`src/rtl/ldac_window_sched.sv`:
```
// LDAC window scheduler.
// Two requesters propose a [left, right] pulse window. One accepted window at a time is held in a
// shadow register and committed to the live bounds only at a phase wrap, so the LDAC pulse
// generator never sees a bound change in the middle of a period.
module ldac_window_sched #(
  parameter int unsigned BIT = 8
) (
  input  logic           clk_in,
  input  logic           rst_n,
  input  logic           req_a,
  input  logic [BIT-1:0] left_a,
  input  logic [BIT-1:0] right_a,
  input  logic           req_b,
  input  logic [BIT-1:0] left_b,
  input  logic [BIT-1:0] right_b,
  output logic           gnt_a,
  output logic           gnt_b,
  output logic           err,
  output logic           busy,
  output logic [BIT-1:0] left_out,
  output logic [BIT-1:0] right_out,
  output logic           wrap
);

  typedef enum logic [0:0] {
    StIdle,
    StPend
  } state_e;

  state_e         state_q, state_d;
  logic [BIT-1:0] phase_q;
  // High when B wins a tie, i.e. A was granted most recently.
  logic           prio_b_q;
  logic [BIT-1:0] shadow_left_q, shadow_right_q;
  logic [BIT-1:0] left_out_q, right_out_q;

  logic           any_req;
  logic           sel_b;
  logic [BIT-1:0] sel_left, sel_right;
  logic [BIT:0]   sel_left_inc;
  logic           win_empty;
  logic           wrap_now;
  logic           grant;
  logic           latch;
  logic           commit;

  // Round-robin arbitration and emptiness test of the selected window.
  always_comb begin
    any_req      = req_a | req_b;
    sel_b        = req_b & (~req_a | prio_b_q);
    sel_left     = sel_b ? left_b : left_a;
    sel_right    = sel_b ? right_b : right_a;
    // One extra bit so left = 2^BIT-1 cannot overflow the +1.
    sel_left_inc = {1'b0, sel_left} + {{BIT{1'b0}}, 1'b1};
    win_empty    = ({1'b0, sel_right} <= sel_left_inc);
    wrap_now     = (phase_q == {BIT{1'b1}});
  end

  // FSM next state and per-cycle control strobes.
  always_comb begin
    state_d = state_q;
    grant   = 1'b0;
    latch   = 1'b0;
    commit  = 1'b0;
    unique case (state_q)
      StIdle: begin
        if (any_req) begin
          grant = 1'b1;
          // Empty windows are still granted (so the requester can drop) but never latched.
          if (!win_empty) begin
            latch   = 1'b1;
            state_d = StPend;
          end
        end
      end
      StPend: begin
        // A grant taken on a wrap cycle enters PEND afterwards, so it waits a full period.
        if (wrap_now) begin
          commit  = 1'b1;
          state_d = StIdle;
        end
      end
      default: state_d = StIdle;
    endcase
  end

  // Outputs; pulses are masked during reset so they read 0 immediately.
  always_comb begin
    gnt_a     = grant & ~sel_b & rst_n;
    gnt_b     = grant & sel_b & rst_n;
    err       = grant & win_empty & rst_n;
    busy      = (state_q == StPend);
    left_out  = left_out_q;
    right_out = right_out_q;
    wrap      = wrap_now;
  end

  // Free-running phase counter.
  always_ff @(posedge clk_in or negedge rst_n) begin
    if (!rst_n) begin
      phase_q <= '0;
    end else begin
      phase_q <= phase_q + {{(BIT-1){1'b0}}, 1'b1};
    end
  end

  // FSM state register and round-robin pointer.
  always_ff @(posedge clk_in or negedge rst_n) begin
    if (!rst_n) begin
      state_q  <= StIdle;
      prio_b_q <= 1'b0;
    end else begin
      state_q <= state_d;
      if (grant) begin
        prio_b_q <= ~sel_b;
      end
    end
  end

  // Shadow bounds captured on an accepted grant.
  always_ff @(posedge clk_in or negedge rst_n) begin
    if (!rst_n) begin
      shadow_left_q  <= '0;
      shadow_right_q <= '0;
    end else if (latch) begin
      shadow_left_q  <= sel_left;
      shadow_right_q <= sel_right;
    end
  end

  // Live bounds, updated only at a wrap commit so they are valid from phase 0.
  always_ff @(posedge clk_in or negedge rst_n) begin
    if (!rst_n) begin
      left_out_q  <= '0;
      right_out_q <= '0;
    end else if (commit) begin
      left_out_q  <= shadow_left_q;
      right_out_q <= shadow_right_q;
    end
  end

endmodule

```
`config.mk`:
```
export PLATFORM = sky130hd
export DESIGN_NAME = ldac_window_sched
export DESIGN_NICKNAME = d
export VERILOG_FILES = /design/src/rtl/ldac_window_sched.sv
export SDC_FILE = /design/constraint.sdc
export NUM_CORES = 1
export LEC_CHECK = 0
export ABC_AREA = 1
export CAP_MARGIN = 25
export CORE_MARGIN = 2
export CORE_UTILIZATION = 34
export DETAILED_ROUTE_END_ITERATION = 7
export PLACE_DENSITY = 0.7
export SLEW_MARGIN = 25
export SYNTH_ARGS = -nofsm -noshare
export SYNTH_HDL_FRONTEND = slang
export SYNTH_SLANG_ARGS = --single-unit
```
`constraint.sdc`:
```
create_clock -name clk_in -period 3.5 [get_ports clk_in]
set_input_delay 0.7 -clock clk_in [delete_from_list [all_inputs] [get_ports clk_in]]
set_output_delay 0.7 -clock clk_in [all_outputs]
set_load 0.01 [all_outputs]
```
==> results of run 1 <==
==> per-stage QoR <==
step | area, um^2 | power, uW | util (%) | setup WS, ps
after floorplan | 2303 | 640.7 | - | -1.013
after global placement | 3189 | 772.2 | 49.94 | -858.7
after detailed placement | 3189 | 775.3 | 49.94 | -952.7
after CTS | 3356 | 1088 | 52.55 | 17.13
after global routing | 3518 | 1180 | 55.09 | -36.45
final | 3518 | 1115 | 55.09 | 91.75
==> layout make-up <==
cell class	count	share of cell area [%]
inverters	15	1.600
clock inverters	2	0.3912
clock buffers	6	2.063
repair buffers	111	27.56
well taps	77	2.738
multi-input cells	185	35.78
flip-flops and latches	42	29.87
==> worst min-delay path by stage <==
stage,from,endpoint,slack [ps]
6_report,phase_q[0],phase_q[0],460
5_1_grt,phase_q[0],phase_q[0],480
3_3_place_gp,phase_q[0],phase_q[0],440
4_1_cts,phase_q[0],phase_q[0],470
2_1_floorplan,rst_n,busy,400
3_5_place_dp,shadow_right_q[0],shadow_right_q[0],450
==> flip-flops by register name (all words and copies together), names as in the netlist <==
register / flops
shadow_left_q: 8
busy: 1
phase_q: 8
left_out: 8
shadow_right_q: 8
prio_b_q: 1
right_out: 8
==> worst register-to-register path: cells and delay by family, from the launching register on <==
kind	cells	cell delay, ps
flip-flops	1	380
adder cells (fa/ha/maj)	1	300
AND/OR/NAND/NOR	16	1360
XOR/XNOR	1	140
buffers and inverters	4	620
==> power by group <==
part / switching (uW) / total, uW / internal [uW]
sequential: 9.30 / 513 / 504
combinational: 150 / 304 / 154
clock: 158 / 298 / 141
==> cells by family (layout without fill, tap and decap cells) <==
| kind of cell | count (synthesis) | count (layout) | share of synthesized area [%] |
|---|---|---|---|
| flip-flops | 42 | 42 | 46.31 |
| multiplexers | 16 | 16 | 7.938 |
| buffers and inverters | 23 | 134 | 4.630 |
| AND/OR/NAND/NOR | 139 | 139 | 28.67 |
| adder cells (fa/ha/maj) | 9 | 9 | 4.961 |
| XOR/XNOR | 10 | 10 | 3.859 |
| AO/OA/AOI/OAI | 11 | 11 | 3.638 |
==> layout by cell type, fill, tap and decap left out, types with 3 or more instances in the layout <==
cell	instances
nand2_4	7
ha_1	9
dlygate4sd2_1	8
mux2_2	16
nand3_2	5
nand2_2	12
a21oi_1	3
nand4_1	17
buf_6	5
inv_1	13
nand3_1	8
nor2_1	8
clkdlybuf4s50_1	44
clkbuf_8	5
buf_4	53
dfrtp_1	42
xor2_1	8
nand2_1	74
==> repair_timing <==
action	CTS	global route
buffers inserted	10	6
pin swaps	22	21
gates resized for setup	29	30
gates cloned	0	0
endpoints found under the setup margin	1	1
==> per-layer routing <==
metal | vias up | track usage (%)
met5 | - | 0
met4 | 0 | 5.916
met1 | 996 | 20.67
li1 | 1045 | -
met2 | 47 | 27.41
met3 | 14 | 3.561
==> flow_metrics.tcl, run 1 <==
set metrics [dict create \
    cpMostUsedCell "nand2_1" \
    met1_length_mm 2.571 \
    min_period_over_period_pct 97.38 \
    synth-edff-count 0 \
    relSlewSlack_pct 66.27 \
    maxCapViolCount 0 \
    syn_avg_cell_area_um2 9.079 \
    antenna_cells 0 \
    reg2reg_from "prio_b_q" \
    clockBufferDepth 2 \
    cp.required_ps 2800 \
    endpoint_kind "primary output" \
    cts_root_buf "clkbuf_8" \
    clkTransAtPathRegs_ps 80 \
    critPathMaxStageDelay_ps 300 \
    place_inst 414 \
    cp-endpoint "err" \
    highest_layer "met4" \
    synth.most_common_cell "nand2_1" \
    dr_wl_met2_mm 2.817 \
    clock_latency_ps 290 \
    gr-total-overflow 0 \
    cts_tree "done" \
    drive_above_1_share_pct 33.24 \
    synth_async_sr_flop_share_pct 100.0 \
    detailed_place_hpwl_mm 4.333 \
    finalSetupTns_ps 0 \
    yosys.area.top_type "dfrtp_1" \
    wirelength_mm 5.769 \
    ys.flop_type "dfrtp_1" \
    fp-row-count 29 \
    p_leak_uw 0.001775 \
    drt-initial-drc-count 52 \
    crit_arrival_ps 2710 \
    setup_viol 0 \
    antenna_found_initial 0 \
    track_usage_pct 16.31 \
    vdd_ir_drop_max_mv 0.2541 \
    synth_seq_area_share_pct 46.31 \
    firstDrtPassIters 4 \
    reg2reg_depth 22 \
    vias 2102 \
    cts_hold_buf 0 \
    hold_ws_ps 461.8 \
    critPathKind "in2out" \
    critPathMaxFanout 6 \
    syn_area_um2 2270 \
    crit_buf_inv 5 \
    instances_no_fill 438 \
    clock-sinks 42 \
    fillers 585 \
    path_cells "buf_6 > buf_6 > nand2_8 > nand2_2 > nand2_2 > nand2_4 > buf_4 > buf_4 > xor2_1 > ha_1 > nand2_1 > nand2_1 > nand2_1 > nand3_1 > nand2_1 > nand2_1 > nand2_2 > nand2_2 > a21oi_4 > buf_6" \
    fmax_mhz 293.4 \
    drcViolationCount 0 \
    rsz0062_at_grt "true" \
    wl_per_cell_um 13.17 \
    syn_inst 250 \
    synthTopCellsByArea "dfrtp_1 (46%), nand2_1 (14%), mux2_2 (7.9%)" \
    synth_cell_type_count 27 \
    ios 57 \
    synth-seq-cells 42 \
    final_nets 405 \
    routabilityCongestion 0.8909 \
    outcome "completed" \
    start_kind "primary input" \
    crit_path_top_delay_cell "ha_1" \
    syn_to_final_growth_pct 55.02 \
    holdPathStages 1 \
    worst_slew_pin_slew_ps 506.0 \
    grt_pass1_vias 2076 \
    wl_met3_um 243 \
    hold_viol 0 \
    core_um2 6386 \
    slew_viol_final 0 \
    viasPerCell 4.799 \
    yosysWarnings 0 \
    r2r_setup_slack_ps 610 \
    port-buffer-count 56 \
    grt_pass1_wl_mm 9.480 \
    cp-startpoint "req_b" \
    fp.dieW_um 85.71 \
    period_needed_ps 3408 \
    synth.net_count 295 \
    seq_area_um2 1051 \
    dieHeight_um 85.71 \
    cts_htree_levels 2 \
    synth_common_cells "nand2_1 (86), dfrtp_1 (42), nand4_1 (17)" \
    path_delay_family "simple AND/OR/NAND/NOR gates" \
    reg2reg_to "shadow_left_q[7]" \
    numCtsBuffers 5 \
    start_util_pct 35.54 \
    multiInputGateArea_um2 1259 \
    powerDensity_nw_per_um2 317.0 \
    die_area_um2 7345 \
    ant_nets 0 \
    hold_path.class "reg2reg" \
    path_depth 20 \
    clock_skew_ps 9.936 \
    grt_max_degree 43 \
    yosysTopAreaCellShare_pct 46.31 \
]
Power figures use the tool's default switching activity.
==> inputs of run 2 (changes only) <==
Settings changed: CORE_ASPECT_RATIO from default to 0.75, DONT_BUFFER_PORTS from default to 1, PLACE_DENSITY 0.7 to 0.59.
==> run 2 against run 1 <==
Effect of this change:
- sequential share of layout area rose by 12 points
- worst hold slack worse by 370 ps
- global-route usage is 2.0 points lower
- register-to-register slack better by 60 ps
- non-clock buffer count fell by 104
- critical path type is now reg2out
- critical endpoint unchanged
==> flow_metrics.tcl, run 2 (same netlist as run 1, synthesis figures left out) <==
set metrics [dict create \
    critPathKind "reg2out" \
    seq_area_um2 1051 \
    syn_to_final_growth_pct 10.80 \
    track_usage_pct 14.32 \
    ant_nets 0 \
    maxCapViolCount 0 \
    wirelength_mm 5.031 \
    grt_pass1_vias 1600 \
    cp.required_ps 2800 \
    cts_root_buf "clkbuf_8" \
    fmax_mhz 299.1 \
    r2r_setup_slack_ps 670 \
    crit_arrival_ps 2640 \
    drt-initial-drc-count 79 \
    period_needed_ps 3343 \
    die_area_um2 7352 \
    slew_viol_final 0 \
    crit_path_top_delay_cell "dfrtp_1" \
    hold_path.class "in2async" \
    multiInputGateArea_um2 1167 \
    dieHeight_um 74.76 \
    vdd_ir_drop_max_mv 0.1604 \
    critPathMaxStageDelay_ps 380 \
    cts_htree_levels 2 \
    fp.dieW_um 98.35 \
    reg2reg_depth 19 \
    min_period_over_period_pct 95.52 \
    antenna_cells 0 \
    clock_skew_ps 3.691 \
    path_cells "inv_2 > nand2_8 > nand2_8 > nand2_1 > nand2_2 > nand2_4 > nor2_4 > nand3_4 > xor2_1 > ha_1 > nand2_1 > inv_1 > nand3_1 > nor3_2 > a21oi_4 > a21oi_4" \
    crit_buf_inv 2 \
    clkTransAtPathRegs_ps 80 \
    clock_latency_ps 290 \
    hold_viol 0 \
    powerDensity_nw_per_um2 387.8 \
    p_leak_uw 0.001280 \
    cp-startpoint "prio_b_q" \
    firstDrtPassIters 4 \
    path_depth 16 \
    vias 1645 \
    port-buffer-count 0 \
    clock-sinks 42 \
    antenna_found_initial 0 \
    setup_viol 0 \
    drive_above_1_share_pct 20.23 \
    wl_per_cell_um 14.88 \
    viasPerCell 4.867 \
    drcViolationCount 0 \
    relSlewSlack_pct 72.66 \
    grt_pass1_wl_mm 8.238 \
    cp-endpoint "err" \
    endpoint_kind "primary output" \
    start_kind "register" \
    reg2reg_to "shadow_right_q[5]" \
    layout_common_cells "nand2_1 (83), dfrtp_1 (42), nand4_1 (17)" \
    outcome "completed" \
    core_um2 6381 \
    cts_hold_buf 0 \
    final_nets 301 \
    layout_commonest_cell "nand2_1" \
    finalSetupTns_ps 0 \
    ios 57 \
    grt_max_degree 44 \
    fillers 670 \
    gr-total-overflow 0 \
    routabilityCongestion 0.8684 \
    reg2reg_from "prio_b_q" \
    worst_slew_pin_slew_ps 408.7 \
    critPathMaxFanout 10 \
    numCtsBuffers 5 \
    fp-row-count 25 \
    detailed_place_hpwl_mm 3.875 \
    power_uw 975.2 \
    start_util_pct 35.57 \
    cts_tree "done" \
    clockBufferDepth 2 \
    path_delay_family "simple AND/OR/NAND/NOR gates" \
]
## run 2: cell types whose count changed in the layout (fill, tap and decap cells not counted), sizes merged
cell | before | now
buf | 59 | 7
dlygate4sd2 | 8 | 0
clkdlybuf4s50 | 44 | 0
## run 2: layer usage
| layer | share of wire (%) | wire, um | global-route usage [%] |
|---|---|---|---|
| met4 | 1.0 | 52 | 2.740 |
| met1 | 51 | 2557 | 20.68 |
| met5 | 0 | 0 | 0 |
| met3 | 6.1 | 305 | 4.364 |
| met2 | 42 | 2115 | 21.62 |
## run 2: area by class of cell
class,instances,area share (%)
multi-input cells,185,46.42
flip-flops and latches,42,41.79
well taps,81,4.030
clock buffers,6,2.886
inverters,15,2.239
repair buffers,7,2.090
clock inverters,2,0.5473
## run 2: worst register-to-register path: stages, from the launching register on
cell and delay (ps):
dfrtp_1 380, inv_2 100, nand2_8 90, nand2_8 100, nand2_1 90, nand2_2 100, nand2_4 80, nor2_4 180
nand3_4 110, xor2_1 160, ha_1 290, nand2_1 60, inv_1 50, nand3_1 80, nor3_2 60, a21oi_4 150
buf_4 250, nand3_4 220, nand2_1 120, nand2_1 50
## run 2: how the worst min path moves through the flow
stage | startpoint | endpoint | slack [ps] | depth (start not counted)
6_report | rst_n | right_out[7] | 90 | 0
5_1_grt | rst_n | phase_q[7] | 70 | 0
4_1_cts | rst_n | phase_q[5] | 90 | 0
3_5_place_dp | rst_n | right_out[2] | 410 | 0
3_3_place_gp | rst_n | right_out[3] | 410 | 0
2_1_floorplan | rst_n | busy | 400 | 0
## run 2: timing repair
action,CTS,global route
pin swaps,1,3
buffers inserted,0,2
gates resized for setup,1,5
endpoints found under the hold margin,0,0
endpoints found under the setup margin,1,1
gates cloned,0,0
## run 2: power breakdown
group | switching, uW | internal [uW] | leakage [uW] | total (uW)
Clock | 165 | 141 | 0.0000452 | 306
Sequential | 9.52 | 503 | 0.000556 | 513
Combinational | 101 | 55.2 | 0.000679 | 157
## run 2: stage by stage
stage	instance area (um^2)	cells	hold slack (ps)	setup WS, ps	utilization, %
CTS	2470	336	85.55	32.23	38.71
floorplan	2303	250	404.4	-1.013	-
finish	2515	338	92.52	156.8	39.41
global route	2515	338	72.14	-13.54	39.41
detailed placement	2384	328	405.3	100.1	37.35
global placement	2384	328	405.2	197.5	37.35
==> inputs of run 3 (changes only) <==
Settings changed: CTS_CLUSTER_DIAMETER from default to 40, HOLD_SLACK_MARGIN from default to 0.05.
==> results of run 3 <==
Same layout as run 2: the final DEF is identical, and so are final timing and power.
